==> src/rtl/tetris_board_scanner.sv <==
// tetris_board_scanner
//   Reads the tetris chip's multiplexed output bus by stepping request_location
//   through 0..8, builds a double-buffered snapshot (8 stack heights, 8 drop
//   positions, score) and renders it, plus the live bouncing pixel, onto a
//   row-scanned 8x8 LED matrix.
//
// Ports
//   clock            in   rising-edge clock
//   reset            in   synchronous, active-low
//   game_running     in   enables the bounce pixel (synchronized)
//   bounce_pos[2:0]  in   column of the bounce pixel on row 7 (synchronized)
//   update_value[7:0] in  {drop_pos,stack_pos} for loc 0-7, score for loc 8
//   request_location[3:0] out  location currently requested from the chip
//   row_sel[7:0]     out  one-hot active-high row enable, bit0 = bottom row
//   col_data[7:0]    out  active-high column data for the selected row
//   score[7:0]       out  score from the last complete scan
//   frame_valid      out  one-cycle pulse when a new snapshot is committed
//
// Scan FSM states
//   state      | meaning
//   ST_SETTLE  | request_location driven, waiting for the chip bus to settle
//   ST_SAMPLE  | capture update_value for the current location into the shadow
//   ST_COMMIT  | copy the complete shadow to the display buffer and score

module tetris_board_scanner #(
  parameter int SETTLE_CYCLES = 4,
  parameter int ROW_HOLD      = 1024
) (
  input  logic       clock,
  input  logic       reset,
  input  logic       game_running,
  input  logic [2:0] bounce_pos,
  input  logic [7:0] update_value,
  output logic [3:0] request_location,
  output logic [7:0] row_sel,
  output logic [7:0] col_data,
  output logic [7:0] score,
  output logic       frame_valid
);

  localparam int SW = (SETTLE_CYCLES > 1) ? $clog2(SETTLE_CYCLES) : 1;
  localparam int HW = $clog2(ROW_HOLD);
  localparam logic [SW-1:0] SETTLE_LOAD = SW'(SETTLE_CYCLES - 1);
  localparam logic [HW-1:0] HOLD_LAST   = HW'(ROW_HOLD - 1);

  typedef enum logic [1:0] {
    ST_SETTLE = 2'd0,
    ST_SAMPLE = 2'd1,
    ST_COMMIT = 2'd2
  } scan_state_t;

  scan_state_t   state;
  logic [3:0]    loc;
  logic [SW-1:0] settle_cnt;

  logic [3:0] sh_stk   [8];
  logic [3:0] sh_drp   [8];
  logic [7:0] sh_score;
  logic [3:0] disp_stk [8];
  logic [3:0] disp_drp [8];

  logic       gr_s1, gr_s2;
  logic [2:0] bp_s1, bp_s2;

  logic [HW-1:0] hold_cnt;
  logic [2:0]    row;
  logic [7:0]    row_pixels;

  assign request_location = loc;

  // Settle timer is a down-counter: reloaded on entry to ST_SETTLE, the
  // terminal count of zero moves the FSM to ST_SAMPLE.
  always_ff @(posedge clock) begin
    if (!reset) begin
      state       <= ST_SETTLE;
      loc         <= 4'd0;
      settle_cnt  <= SETTLE_LOAD;
      frame_valid <= 1'b0;
      score       <= 8'd0;
      sh_score    <= 8'd0;
      for (int i = 0; i < 8; i++) begin
        sh_stk[i]   <= 4'd0;
        sh_drp[i]   <= 4'd0;
        disp_stk[i] <= 4'd0;
        disp_drp[i] <= 4'd0;
      end
    end else begin
      frame_valid <= 1'b0;
      case (state)
        ST_SETTLE: begin
          if (settle_cnt == '0) state <= ST_SAMPLE;
          else                  settle_cnt <= settle_cnt - 1'b1;
        end
        ST_SAMPLE: begin
          if (loc == 4'd8) begin
            sh_score    <= update_value;
            frame_valid <= 1'b1;
            state       <= ST_COMMIT;
          end else begin
            sh_stk[loc[2:0]] <= update_value[3:0];
            sh_drp[loc[2:0]] <= update_value[7:4];
            loc              <= loc + 4'd1;
            settle_cnt       <= SETTLE_LOAD;
            state            <= ST_SETTLE;
          end
        end
        ST_COMMIT: begin
          // Whole snapshot moves in one edge so the display never shows a mix
          // of two scans.
          for (int i = 0; i < 8; i++) begin
            disp_stk[i] <= sh_stk[i];
            disp_drp[i] <= sh_drp[i];
          end
          score      <= sh_score;
          loc        <= 4'd0;
          settle_cnt <= SETTLE_LOAD;
          state      <= ST_SETTLE;
        end
        default: begin
          loc        <= 4'd0;
          settle_cnt <= SETTLE_LOAD;
          state      <= ST_SETTLE;
        end
      endcase
    end
  end

  always_ff @(posedge clock) begin
    if (!reset) begin
      gr_s1 <= 1'b0;
      gr_s2 <= 1'b0;
      bp_s1 <= 3'd0;
      bp_s2 <= 3'd0;
    end else begin
      gr_s1 <= game_running;
      gr_s2 <= gr_s1;
      bp_s1 <= bounce_pos;
      bp_s2 <= bp_s1;
    end
  end

  // Pixel row for the current row counter. Comparisons are done at 4 bits so
  // stack heights of 8..15 simply light the whole column.
  always_comb begin
    row_pixels = 8'd0;
    for (int c = 0; c < 8; c++) begin
      if ({1'b0, row} < disp_stk[c])
        row_pixels[c] = 1'b1;
      if ((disp_drp[c] != 4'd0) && (disp_drp[c] <= 4'd8) &&
          ({1'b0, row} == (disp_drp[c] - 4'd1)))
        row_pixels[c] = 1'b1;
      if ((row == 3'd7) && gr_s2 && (bp_s2 == 3'(c)))
        row_pixels[c] = 1'b1;
    end
  end

  // Row scan: the first cycle of every row (hold_cnt == 0) is blanked to
  // avoid ghosting while the row driver switches.
  always_ff @(posedge clock) begin
    if (!reset) begin
      hold_cnt <= '0;
      row      <= 3'd0;
      row_sel  <= 8'd0;
      col_data <= 8'd0;
    end else begin
      if (hold_cnt == HOLD_LAST) begin
        hold_cnt <= '0;
        row      <= row + 3'd1;
      end else begin
        hold_cnt <= hold_cnt + 1'b1;
      end
      if (hold_cnt == '0) begin
        row_sel  <= 8'd0;
        col_data <= 8'd0;
      end else begin
        row_sel  <= 8'd1 << row;
        col_data <= row_pixels;
      end
    end
  end

endmodule
==> config.mk <==
export PLATFORM = sky130hd
export DESIGN_NAME = tetris_board_scanner
export DESIGN_NICKNAME = d
export VERILOG_FILES = /design/src/rtl/tetris_board_scanner.sv
export SDC_FILE = /design/constraint.sdc
export NUM_CORES = 1
export LEC_CHECK = 0
export ABC_AREA = 1
export CORE_ASPECT_RATIO = 0.7
export CORE_MARGIN = 2
export CORE_UTILIZATION = 65
export DETAILED_ROUTE_END_ITERATION = 7
export PLACE_DENSITY = 0.94
export SLEW_MARGIN = 0
export SYNTH_ARGS = -nofsm -noshare
export SYNTH_HDL_FRONTEND = slang
export SYNTH_SLANG_ARGS = --single-unit
export TNS_END_PERCENT = 50
==> constraint.sdc <==
create_clock -name clock -period 7.9 [get_ports clock]
set_input_delay 1.975 -clock clock [delete_from_list [all_inputs] [get_ports clock]]
set_output_delay 1.975 -clock clock [all_outputs]
set_load 0.005 [all_outputs]
==> After elaboration in Yosys (flattened, before gate mapping) <==
Memories as Yosys holds them, arrays and structs flattened.
Cells that the tools add are included.
{ "totals": {"reg_bits": 62, "ramBits": 128, "in_bits": 14, "out_inout_bits": 29, "word_cells": 196, "n_memories": 4} }
{ "mem_list": {"columns": ["name", "words", "width", "read_ports", "rd_ports_with_merged_regs", "write_ports", "line_no", "rtl"], "rows": [
  ["disp_drp", 8, 4, 8, 0, 8, "60", "logic [3:0] disp_drp [8];"],
  ["disp_stk", 8, 4, 8, 0, 8, "59", "logic [3:0] disp_stk [8];"],
  ["sh_drp", 8, 4, 8, 0, 8, "57", "logic [3:0] sh_drp [8];"],
  ["sh_stk", 8, 4, 8, 0, 8, "56", "logic [3:0] sh_stk [8];"]
]} }
{ "op_classes": {"add_sub_neg": 12, "order_cmp": 16, "n_eq_ne": 23, "n_shift": 1, "muxes": 63, "bitwise_logic": 18, "reduce_logical": 45} }
{ "ops": {"columns": ["op", "count"], "rows": [
  ["4-bit two-way mux", 19],
  ["1-bit two-way mux", 35],
  ["3-bit by 4-bit equality test with 1-bit output", 8],
  ["4-bit <= comparator (second input constant)", 8],
  ["3-bit by 4-bit < comparator with 1-bit output", 8],
  ["4-bit nonzero test", 8],
  ["4-bit by 1-bit subtractor with 4-bit output (second input constant)", 8],
  ["1-bit logical AND", 25],
  ["1-bit OR", 16],
  ["3-bit equality test (second input constant)", 5],
  ["10-bit by 1-bit adder with 10-bit output (second input constant)", 1],
  ["10-bit equality test (second input constant)", 1],
  ["10-bit logical NOT", 1],
  ["2-bit two-way mux", 4],
  ["2-bit one-hot mux with 2 select lines", 2],
  ["4-bit one-hot mux with 2 select lines", 1],
  ["2-bit AND reduction", 4],
  ["4-bit OR reduction", 2],
  ["1-bit by 3-bit << shifter with 8-bit output (first input constant)", 1],
  ["3-bit by 2-bit equality test with 1-bit output (second input constant)", 2],
  ["3-bit two-way mux", 2],
  ["2-bit inequality test (second input constant)", 3],
  ["4-bit by 1-bit adder with 4-bit output (second input constant)", 1],
  ["4-bit equality test (second input constant)", 1],
  ["other kinds (9)", 12]
]} }

==> Logic depth before layout (Yosys ltp) <==
{ "depth": {"depth_word": 7, "ltp_mapped": 9} }

==> Worst setup path before layout <==
No wires, ideal clock.
{ "synth_timing": {"path_type": "input to register", "startpoint": "in reset", "endpoint": "mem disp_drp[0][0] (enable)", "setup_ns": 0.503, "t_arrival_ns": 4.240, "required_ns": 7.397, "slack_ns": 3.157, "path_stages": 2, "n_path_buf": 1, "path_cell_list": "buf_2 -> o21ai_1"} }
{ "synth_lines": {"columns": ["item", "line_no", "rtl"], "rows": [
  ["from (decl)", "30", "input logic reset,"],
  ["to (decl)", "60", null]
]} }

==> impl_metrics.csv <==
group,metric,value,unit
run_status,status,"finished, final reports clean",
yosys,synth_cell_types,27,
die,die_w,143,um
timing,fmax,259,MHz
timing,finalCriticalPeriod,3870,ps
timing,tightest_slew,902,ps
yosys,synth_top_area_cell,"edfxtp_1",
timing,setup-violations-final,0,
placed_design,post-place-ws,3680,ps
clocking,worstSkewPairLatency,430,ps
die,placeableCoreArea,0.0131,mm2
power,sequentialPowerShare,0.544,
placed_design,hpwl,12.6,mm
critical_path,worst_setup_path_start_kind,"input port",
power,power.internal,1570,uW
clocking,cts_root_buffer,"clkbuf_16",
global_routing,grt_pass1_vias,6344,
yosys,avgSynthCellArea,8.72,um2
critical_path,required,8000,ps
yosys,synth_nets,1060,
global_routing,grt_max_degree,73,
global_routing,grt_pass1_wl,30.7,mm
die,die_h,101,um
finish,num_antenna_cells,0,
clocking,htree_levels,4,
placed_design,placed_cells,1202,
yosys,synthCells,1004,
clocking,numCtsBuffers,17,
die,die_area,0.0144,mm2
die,start_util,0.666,
yosys,synth.yosys.seq_area_share,0.581,
clocking,holdBufCountCts,0,
route,viasPerCell,5.32,
finish,fin_cells,1234,
timing,rsz0062_at_grt,"no",
route,wl_per_cell,15.5,um
die,num_rows,35,
global_routing,use_met1,0.362,
global_routing,track_usage,0.286,
flow_run,drv_cap,0,
die,num_io_pins,43,
route,drt_iter0_markers,594,
min_path,hp-class,"reg -> reg",
power,power.leakage,0.00460,uW
yosys,synth.cell_area,0.00875,mm2
yosys,synth_edf_count,128,
power,power.density,207,mW/mm2
power,peakVddDrop,0.000192,V
timing,setup_tns,0,ps
yosys,synth_top_area_frac,0.439,
global_routing,grt-busiest-layer,"met2",
clocking,clk_pin_slew,70,ps
clocking,cts_setup_buffers,0,
critical_path,cp-end-kind,"flip-flop",
global_routing,antenna_found_initial,0,
yosys,ys.flop_type,"edfxtp_1",
critical_path,crit_arrival,3960,ps
timing,slew_viol_final,0,
finish,fin_nets,1111,
power,comb_power_share,0.065,
timing,slew_headroom,0.399,
yosys,yosys_register_bits,190,
route,drt_wl_total,19.1,mm
timing,skew,9.28,ps
power,p_sw_frac,0.231,
clocking,cts_tree,"built",
clocking,cts.sinks,190,
timing,hold_viol_final,0,
clocking,cts_buffer_depth,2,
timing,min_period_over_period,0.489,
critical_path,slowest_stage,"buf_4",
critical_path,crit_type,"in -> reg",
yosys,async_reset_ff_frac,0,
timing,worst_slack,4030,ps
placed_design,routabilityCongestion,0.884,
power,clkPwrFrac,0.392,
global_routing,met3_usage,0.0584,
yosys,ys_top_cells_by_area,"edfxtp_1 (44%), dfxtp_1 (14%), nand2_1 (9.7%)",
route,first_pass_iters,6,
global_routing,grt.met2_usage,0.474,
route,ant_nets,0,
yosys,yosys_warnings,0,
route,vias,6568,
critical_path,cp_cell_sequence,"buf_2, buf_4, inv_2, nor2_1, nand3_2, nor2_2, nand2_2, nand2_1",
finish,drive_above_1_share,0.0468,
finish,area_delta_synth_final,13.2,%
global_routing,grt-ovfl-total,0,
critical_path,worst_path_largest_cell_delay,480,ps
critical_path,path_max_fanout,58,
power,p_switching,473,uW
placed_design,numPortBuffers,42,
clocking,ctsResizeCount,0,
route,drc,0,
[logic make-up after synthesis]
kind of cell / synth area share
AOI/OAI and AO/OA: 0.0336
xor gates and xnor gates: 0.00400
adders and majority gates: 0.0601
buffers and inverters: 0.102
DFF: 0.581
and+or+nand+nor: 0.220
[power groups by stage]
stage	combinational, uW	sequential (uW)	clock (uW)
detailed placement	129	1130	0
global placement	121	1130	0
floorplan	83.9	1130	0
global route	150	1120	844
finish	132	1110	802
CTS	132	1110	805
[worst max-delay path: cells and delay by family]
family                 cells  cell delay, ps
AND/OR/NAND/NOR            5            1240
buffers and inverters      3             750
[placed cells by master, fill, tap and decap left out, types with 3 or more instances in the layout]
cell / n
a21oi_1: 32
nand3_1: 49
clkinv_4: 4
xor2_1: 3
clkdlybuf4s50_1: 41
nand2_2: 6
o21ai_0: 20
nor2_2: 3
buf_4: 6
nand4_1: 3
dfxtp_1: 62
edfxtp_1: 128
nand2_1: 227
nor2_1: 179
clkinv_1: 15
nor3_1: 6
inv_1: 205
clkbuf_16: 17
ha_1: 42
[layout make-up]
cell class	count	area, um2
clock buffer	18	429
clock inverter	14	120
fill	887	3230
inverter	218	818
multi-input combinational	580	2790
sequential	190	5080
tap	166	208
timing repair buffer	48	460
[state kept, by name, indices dropped and copies added, names as in the netlist]
name and cells:
hold_cnt 10, request_location 4, sh_stk 32, gr_s1 1
col_data 8, row_sel 8, bp_s2 3, row 3
gr_s2 1, frame_valid 1, sh_drp 32, disp_drp 32
sh_score 8, score 8, state 2, bp_s1 3
disp_stk 32, settle_cnt 2
[final timing paths]
path,start,to,slack (ps),cells past startpoint
worst max-delay path,reset,sh_drp[5][0],4030,8
worst min-delay path,bp_s1[1],bp_s2[1],420,2
worst max register to register,row[1],col_data[2],5520,9
worst min register to register,bp_s1[1],bp_s2[1],420,2
[synth_stat cells, types with 8 or more instances]
master and instances:
nand2_1 227, inv_1 205, nor2_1 179, edfxtp_1 128, dfxtp_1 62, nand3_1 49
ha_1 42, a21oi_1 32, o21ai_0 20, clkinv_1 11, buf_2 8
[routing by layer]
metal	share of wire	routed length, um	vias up
met2	0.47	9000	322
met1	0.40	7640	2999
met4	0.036	695	0
met3	0.093	1780	58
li1	-	-	3189
met5	0	0	-
[stage by stage]
| stage | cell area (um2) | util | hold WS (ps) | power, uW |
|---|---|---|---|---|
| floorplan | 8750 | - | 390 | 1210 |
| global placement | 9360 | 0.712 | 399 | 1250 |
| detailed placement | 9360 | 0.712 | 407 | 1260 |
| CTS | 9910 | 0.754 | 423 | 2050 |
| global route | 9910 | 0.754 | 430 | 2110 |
| finish | 9910 | 0.754 | 419 | 2050 |
Power figures use the tool's default switching activity.
